[config.mk]
export PLATFORM = sky130hd
export DESIGN_NAME = aexm_memarb
export DESIGN_NICKNAME = d
export VERILOG_FILES = /design/src/rtl/aexm_memarb.sv
export SDC_FILE = /design/constraint.sdc
export NUM_CORES = 1
export LEC_CHECK = 0
export CAP_MARGIN = 20
export CORE_MARGIN = 2
export CORE_UTILIZATION = 31
export CTS_CLUSTER_DIAMETER = 100
export DETAILED_ROUTE_END_ITERATION = 10
export PLACE_DENSITY = 0.83
export REMOVE_ABC_BUFFERS = 1
export SYNTH_ARGS = -nofsm -noshare
export SYNTH_HDL_FRONTEND = slang
export SYNTH_SLANG_ARGS = --single-unit
[constraint.sdc]
create_clock -name sys_clk_i -period 2.4 [get_ports sys_clk_i]
set_input_delay 0.24 -clock sys_clk_i [delete_from_list [all_inputs] [get_ports sys_clk_i]]
set_output_delay 0.24 -clock sys_clk_i [all_outputs]
set_load 0.005 [all_outputs]
[src/rtl/aexm_memarb.sv]
// Memory arbiter between the instruction and data caches: round-robin grant,
// wrapping critical-word-first line bursts, one beat per acknowledged cycle.
module aexm_memarb #(
  parameter int BURST_LEN = 4
) (
  input  logic        sys_clk_i,
  input  logic        sys_rst_i,
  input  logic        ic_req_i,
  input  logic [31:0] ic_addr_i,
  output logic        ic_rvalid_o,
  output logic        ic_done_o,
  input  logic        dc_req_i,
  input  logic        dc_we_i,
  input  logic [31:0] dc_addr_i,
  input  logic [31:0] dc_wdata_i,
  output logic        dc_rvalid_o,
  output logic        dc_wack_o,
  output logic        dc_done_o,
  output logic [31:0] mem_rdata_o,
  output logic        mem_stb_o,
  output logic        mem_we_o,
  output logic [31:0] mem_addr_o,
  output logic [31:0] mem_wdata_o,
  input  logic        mem_ack_i,
  input  logic [31:0] mem_rdata_i
);

  localparam int LW = $clog2(BURST_LEN);
  // A one-beat line still needs a 1-bit counter; its value is pinned at 0.
  localparam int CW = (LW > 0) ? LW : 1;
  localparam logic [31:0] OFF_MASK  = 32'(BURST_LEN - 1);
  localparam logic [31:0] LINE_MASK = 32'(BURST_LEN * 4 - 1);
  localparam logic [CW-1:0] LAST_CNT = CW'(BURST_LEN - 1);

  typedef enum logic [1:0] {IDLE, GNT_I, GNT_D, DONE} state_t;

  state_t        state_q, state_d;
  logic          stb_q, stb_d;
  logic          we_q, we_d;
  logic [31:0]   addr_q, addr_d;
  logic [CW-1:0] start_q, start_d;
  logic [CW-1:0] cnt_q, cnt_d;
  logic          last_d_q, last_d_d;

  logic          pick_d;
  logic [31:0]   req_addr;
  logic [31:0]   next_off;

  always_ff @(posedge sys_clk_i or negedge sys_rst_i) begin
    if (!sys_rst_i) begin
      state_q  <= IDLE;
      stb_q    <= 1'b0;
      we_q     <= 1'b0;
      addr_q   <= 32'h0;
      start_q  <= '0;
      cnt_q    <= '0;
      last_d_q <= 1'b0;
    end else begin
      state_q  <= state_d;
      stb_q    <= stb_d;
      we_q     <= we_d;
      addr_q   <= addr_d;
      start_q  <= start_d;
      cnt_q    <= cnt_d;
      last_d_q <= last_d_d;
    end
  end

  always_comb begin
    state_d  = state_q;
    stb_d    = stb_q;
    we_d     = we_q;
    addr_d   = addr_q;
    start_d  = start_q;
    cnt_d    = cnt_q;
    last_d_d = last_d_q;
    pick_d   = 1'b0;
    req_addr = 32'h0;
    // Word offset of the following beat, wrapped inside the line.
    next_off = (32'(start_q) + 32'(cnt_q) + 32'd1) & OFF_MASK;

    case (state_q)
      IDLE: begin
        if (ic_req_i || dc_req_i) begin
          pick_d   = dc_req_i && (!ic_req_i || !last_d_q);
          req_addr = pick_d ? dc_addr_i : ic_addr_i;
          state_d  = pick_d ? GNT_D : GNT_I;
          addr_d   = req_addr & ~32'h3;
          start_d  = CW'((req_addr >> 2) & OFF_MASK);
          cnt_d    = '0;
          stb_d    = 1'b1;
          we_d     = pick_d & dc_we_i;
        end
      end
      GNT_I, GNT_D: begin
        if (stb_q && mem_ack_i) begin
          if (cnt_q == LAST_CNT) begin
            stb_d    = 1'b0;
            we_d     = 1'b0;
            last_d_d = (state_q == GNT_D);
            state_d  = DONE;
          end else begin
            cnt_d  = cnt_q + CW'(1);
            addr_d = (addr_q & ~LINE_MASK) | (next_off << 2);
          end
        end
      end
      DONE:    state_d = IDLE;
      default: state_d = IDLE;
    endcase
  end

  // last_d already names the requester just served while in DONE.
  assign ic_done_o   = (state_q == DONE) & ~last_d_q;
  assign dc_done_o   = (state_q == DONE) & last_d_q;
  assign ic_rvalid_o = mem_ack_i & (state_q == GNT_I);
  assign dc_rvalid_o = mem_ack_i & (state_q == GNT_D) & ~we_q;
  assign dc_wack_o   = mem_ack_i & (state_q == GNT_D) & we_q;

  assign mem_rdata_o = mem_rdata_i;
  assign mem_wdata_o = dc_wdata_i;
  assign mem_stb_o   = stb_q;
  assign mem_we_o    = we_q;
  assign mem_addr_o  = addr_q;

endmodule

==> results.md, run 1 <==
- DRC: 0
- RSZ-0062 raised after global routing: no
- Clk root buf: clkbuf_8
- Routed WL: 11.4 mm
- First-pass DRT Iterations: 4
- CTS max path bufs: 2
- Commonest non-fill, non-tap cell in the layout: clkdlybuf4s50_1
- Yosys reg bits: 39
- Die Wd: 95.0 µm
- Sequential fraction of the synthesis area: 38.0%
- Least-Margin Pin Slew: roughly 900 ps
- Initial antenna violation count: 0
- Required time of the critical path: roughly 2600 ps
- Avg Cell Area, Syn: around 9.5 µm²
- Total power: ~3800 µW
- Nets: 446
- Classification of the worst setup path: flop to flop
- Final GP Congestion: 0.987
- CTS resizes: 0
- Vias per cell: 4.84
- Sw Ratio: 35.7%
- Final WS setup: 457 ps
- Slowest CP cell: ha_1
- Relative slew slack: roughly two fifths
- Hold_buf cts: 0
- DRT iter0 DRCs: 96
- Starting Density: a little under a third
- Core ar.: ~8000 µm²
- Die H: 95.0 µm
- Via count: between 1,500 and 2,000
- Post-DP HPWL: ~10 mm
- Buffers on Ports: approximately 100
- Vias in the first global route: around 2,000
- Antenna Cells: 0
- Setup WS pre-CTS: about 450 ps
- Ratio of cells with drive above 1 in the final layout: under 10%
- Power share of the sequential group: 30.8%
- Crit share post-route: around four fifths
- CTS H-Tree Depth: 2
- Startpoint types: flop
- Post-CTS setup buffers: 0
- I/O pins: around 240
- Status: finished, final reports clean
- Post-DRT Antenna Nets: 0
- Clock-pin slew on the worst setup and hold paths: around 80 ps
- Most frequent cells in the layout: 101 x clkdlybuf4s50_1, 39 x dfrtp_1, 33 x a21oi_1, 33 x mux2i_1, 30 x nor2_1
- TritonCTS clock tree: yes
- F_max: just over 0.5 GHz
- Post-synthesis instance total: between 200 and 300
- Final core utilization: roughly 40%
- Leak: approximately 0.0014 µW
- Worst path max stage delay: 430 ps
- Gr usage total: between 20% and 30%
- YS warnings: 0
- Setup violators final: 0
- Internal: 2470 µW
- PD cells: 1170 nW/µm²
- Area after DPL: around 3200 µm²
- # clock sinks: 39
- Clk_skew: roughly 7.2 ps
- Critical Path, Cell by Cell: inv_1 > ha_1 > a22o_2 > a21oi_1 > mux2_2
- Design area: around 3300 µm²
- Fin. max-slew vios: 0
- Worst Hold Class: input pin to async pin
- Final hold vios: 0
- Grt total ovfl: 0
- Combinational share of power: a little over half
- Largest net degree at the start of global routing: 57
- WL/cell: approximately 28 µm
- Final hold slack: approximately 79 ps
- Maxcap violations: 0
- Yosys cell types: 29
- TritonCTS Buffers: 5
- Crit-path max FO: 10
- Synth-to-Final Area Change: 28.3%
- CP endpoint kind: flop
- CP arrival: between 2000 and 2500 ps
- Worst skew pair latency: slightly below 300 ps
- Row count: 33
- Clock power share: 14.9%
- Die area: between 9000 and 10,000 µm²
- Syn Std Cell Area: approximately 2600 µm²
- Global-route wire length before repair: about 15 mm
- Net Switching: between 1000 and 1500 µW
- Max VDD drop: 0.498 mV
- Minimum clock period: just under 2000 ps
-- Yosys cell counts --
cell	n	share of area [%]
buf_2	6	1.2
a21boi_0	1	0.29
o21ai_0	8	1.6
nor2_1	30	4.4
a22oi_1	2	0.58
dfrtp_1	39	38
a22o_1	2	0.68
a21oi_1	33	6.4
a21bo_1	1	0.39
buf_6	4	1.8
ha_1	7	3.4
mux2_2	3	1.3
xnor2_1	2	0.68
a21oi_2	1	0.34
o22a_1	2	0.68
o31ai_1	1	0.29
inv_1	6	0.88
a22o_2	1	0.39
buf_4	69	20
nand2b_1	1	0.24
and2_1	2	0.49
nand4b_1	1	0.34
and3_1	1	0.24
nand4_1	1	0.24
mux2i_1	33	13
conb_1	1	0.15
nor2b_1	1	0.24
nand2_1	9	1.3
a31oi_1	2	0.49
-- per-layer routing --
layer / wire (µm) / vias to the layer above / global-route usage [%]
met3: 3170 / 22 / 30.7
met1: 2330 / 869 / 15.0
met5: 15 / - / 2.38
met4: 297 / 2 / 7.13
li1: - / 907 / -
met2: 5540 / 190 / 43.8
-- area by class of cell --
type | count | area, µm²
Tap cell | 105 | 131
Clock inverter | 2 | 35.0
Fill cell | 782 | 4840
Timing Repair Buffer | 106 | 1060
Sequential cell | 39 | 976
Inverter | 6 | 22.5
Multi-Input combinational cell | 147 | 988
Clock buffer | 6 | 82.6
-- cells by family after synthesis --
group / Yosys count / share of synthesized area, %
compound gates: 54 / 12.1
xor+xnor: 2 / 0.682
fa+ha+maj: 7 / 3.41
buf+inv: 85 / 24.0
flops: 39 / 38.0
mux: 36 / 14.2
other cells: 1 / 0.146
simple gates: 46 / 7.50
-- sequential cells by signal (all words and copies together) (netlist names) --
register and cells:
start_q 2, mem_addr_o 30, state_q 2, mem_we_o 1
mem_stb_o 1, cnt_q 2, last_d_q 1
-- power by group through the flow --
stage / combinational [µW] / clock, µW / sequential, µW
finish: 2080 / 573 / 1180
global route: 2310 / 623 / 1220
CTS: 2090 / 597 / 1180
detailed placement: 2080 / 0 / 1200
global placement: 2020 / 0 / 1180
floorplan: 1070 / 0 / 1200
-- final timing paths --
path,start,to,slack [ps],cells past startpoint
worst max register to register,state_q[0],mem_addr_o[2],460,5
worst min register to register,start_q[0],start_q[0],490,2
worst min-delay path,sys_rst_i,mem_addr_o[8],80,1
min in group sys_clk_i,mem_rdata_i[0],mem_rdata_o[0],480,0
max in group asynchronous,sys_rst_i,mem_addr_o[28],1760,1
worst max-delay path,state_q[0],mem_addr_o[2],460,5
-- stage by stage --
| step | setup TNS, ps | cells |
|---|---|---|
| 2_1_floorplan | -4740 | 192 |
| 3_3_place_gp | 0 | 403 |
| 3_5_place_dp | 0 | 403 |
| 4_1_cts | 0 | 411 |
| 5_1_grt | 0 | 411 |
| 6_report | 0 | 411 |
-- critical path: cells and delay by family (launching register included) --
kind	cells	cell delay [ps]
AO/OA/AOI/OAI	2	550
adder cells (fa/ha/maj)	1	430
buffers and inverters	1	100
flip-flops	1	400
multiplexers	1	360
No activity file was read; power rests on OpenSTA's default activity.
==> run 2, diff against run 1 <==
==> constraint.sdc (replaced) <==
create_clock -name sys_clk_i -period 1.8 [get_ports sys_clk_i]
set_input_delay 0.18 -clock sys_clk_i [delete_from_list [all_inputs] [get_ports sys_clk_i]]
set_output_delay 0.18 -clock sys_clk_i [all_outputs]
set_load 0.005 [all_outputs]
==> run 2 against run 1 <==
Net effect:
- sequential cell count is the same
- clock power grew 33%
- global-route usage grew 0.58 points
- worst hold slack gained 280 ps
- fmax grew 15%
- wire length grew 4.3%
- die area is the same
- critical path type unchanged
- largest cell class unchanged
==> results.md, run 2 (synthesis results as in run 1) <==
- Clk root buf: clkbuf_8
- Uppermost layer routed: met5
- Placed Cells: 418 (+3.7%)
- CTS H-Tree Depth: 2 (unchanged)
- Via count: 2,089 (+5.0%)
- Worst skew pair latency: 290 ps (about the same)
- Power share of the sequential group: 28.1% (-2.7 points)
- RSZ-0062 raised after global routing: no
- Grt total ovfl: 0 (unchanged)
- Core ar.: 8130 µm² (unchanged)
- Clock-pin slew on the worst setup and hold paths: 80 ps (about the same)
- Clk_skew: 9.95 ps (+2.76 ps)
- TritonCTS Buffers: 5 (unchanged)
- Startpoint types: flop
- Internal reg-to-reg setup slack: 120 ps (-340 ps)
- F_max: 0.594 GHz (+15%)
- I/O pins: 237 (unchanged)
- Leak: 0.00159 µW (+12%)
- Setup violators final: 0 (unchanged)
- PD cells: 1590 nW/µm² (+36%)
- Antenna Cells: 0 (unchanged)
- Post-DRT Antenna Nets: 0 (unchanged)
- Fin. max-slew vios: 0 (unchanged)
- Vias per cell: 4.88 (+0.81%)
- Hold Path Origin: mem_rdata_i[0]
- Final GP Congestion: 0.902 (-8.6%)
- Largest net degree at the start of global routing: 40 (-30%)
- Design area: 3510 µm² (+6.6%)
- TritonCTS clock tree: yes
- Final WS setup: 116 ps (-341 ps)
- Classification of the worst setup path: flop to flop
- Sw Ratio: 35.2% (-0.52 points)
- Combinational share of power: 58.3% (+4.0 points)
- Hold depth: 0
- Final core utilization: 43.2% (+2.7 points)
- Final hold vios: 0 (unchanged)
- Starting Density: 31.6% (unchanged)
- Required time of the critical path: 1980 ps (-600 ps)
- Synth-to-Final Area Change: 36.8%
- Max VDD drop: 0.552 mV (+11%)
- First-pass DRT Iterations: 4 (unchanged)
- Area after DPL: 3340 µm² (+5.1%)
- Post-route non-filler standard cell count: 428 (+4.1%)
- CP arrival: 1860 ps (-260 ps)
- Buffers on Ports: 102 (unchanged)
- Worst Hold Class: input pin to output port
- Nets: 463 (+3.8%)
- Initial antenna violation count: 0 (unchanged)
- Die area: 9030 µm² (unchanged)
- Routed WL: 11.8 mm (+4.3%)
- Row count: 33 (unchanged)
- Detail Route met2 WL: 5.87 mm (+6.0%)
- Crit share post-route: 93.6% (+13 points)
- Status: finished, final reports clean
- WL/cell: 27.7 µm (+0.15%)
- R2r worst-path depth: 6 (+1)
- Reg2reg start: state_q[1]
- Global-route wire length before repair: 15.4 mm (+2.0%)
- Maxcap violations: 0 (unchanged)
- Max reg flops: 30 (unchanged)
- Die H: 95.0 µm (unchanged)
- Minimum clock period: 1680 ps (-259 ps)
- Gr usage total: 25.6% (+0.58 points)
- Clock power share: 13.7% (-1.2 points)
- Crit-path max FO: 7 (-3)
- Post-DP HPWL: 10.3 mm (+2.5%)
- CP endpoint kind: flop
- Commonest non-fill, non-tap cell in the layout: clkdlybuf4s50_1
- Least-Margin Pin Slew: 491 ps (-408 ps)
- Most frequent cells in the layout: 96 x clkdlybuf4s50_1, 39 x dfrtp_1, 33 x mux2i_1
- WHS Endpoint: mem_rdata_o[0]
- Post-CTS setup buffers: 0 (unchanged)
- Relative slew slack: 67.0% (+27 points)
- # clock sinks: 39 (unchanged)
- Ratio of cells with drive above 1 in the final layout: 12.4% (+6.2 points)
- DRT iter0 DRCs: 93 (-3.1%)
- Net Switching: 1960 µW (+43%)
- CTS max path bufs: 2 (unchanged)
- Setup WS pre-CTS: -14.0 ps (-459 ps)
- Met3 wire length: 3.22 mm (+1.7%)
- Internal: 3610 µW (+46%)
- RR Endpoint: cnt_q[0]
- DRC: 0 (unchanged)
- Wl on met1: 2.49 mm (+6.8%)
- Vias in the first global route: 2,047 (+2.4%)
- Die Wd: 95.0 µm (unchanged)
[run 2: area by class of cell]
type,instances,area (µm²)
repair buffers,123,1260
flip-flops and latches,39,976
multi-input cells,147,1000
clock buffers,6,82.6
inverters,6,22.5
well taps,105,131
clock inverters,2,35.0
fillers,771,4620
[run 2: per-stage QoR]
stage               power [µW]  hold WS (ps)  TNS (ps)
floorplan                 3020          -116    -22120
global placement          4570           168         0
detailed placement        4690           173     -14.0
CTS                       5490           360         0
global route              6020           360         0
finish                    5570           360         0
[run 2: power by group through the flow]
stage / logic (µW) / registers (µW) / clock network (µW)
6_report: 3250 / 1560 / 760
5_1_grt: 3580 / 1620 / 823
4_1_cts: 3130 / 1570 / 793
3_5_place_dp: 3110 / 1580 / 0
3_3_place_gp: 3010 / 1560 / 0
2_1_floorplan: 1430 / 1590 / 0
[run 2: metal layers]
metal	global-route usage, %	vias to the layer above
met1	14.9	937
met3	31.4	14
met5	2.38	-
met2	45.9	195
met4	6.16	2
li1	-	941
[run 2: worst max-delay path by stage]
stage                     slack [ps]             end        from  cells past startpoint
after floorplan                 -770  mem_addr_o[10]  state_q[0]                      5
after global placement            60   mem_addr_o[3]    ic_req_i                      5
after detailed placement         -10   mem_addr_o[2]    ic_req_i                      5
after CTS                         20       dc_done_o  state_q[0]                      4
after global routing               1  mem_addr_o[28]  state_q[1]                      7
final                            120        cnt_q[0]  state_q[1]                      6
[run 2: critical path: stages, from the launching register on]
cell and delay [ps]:
dfrtp_1 380, inv_1 90, ha_2 320, buf_4 170, a22oi_1 220, o21ai_1 160, a22o_1 250
[run 2: what timing repair did]
item	4_1_cts	5_1_grt
hold buffers	1	0
pin swaps	0	0
endpoints found under the hold margin	39	0
cloned	0	1
setup endpoints to repair	2	7
gates resized for setup	4	7
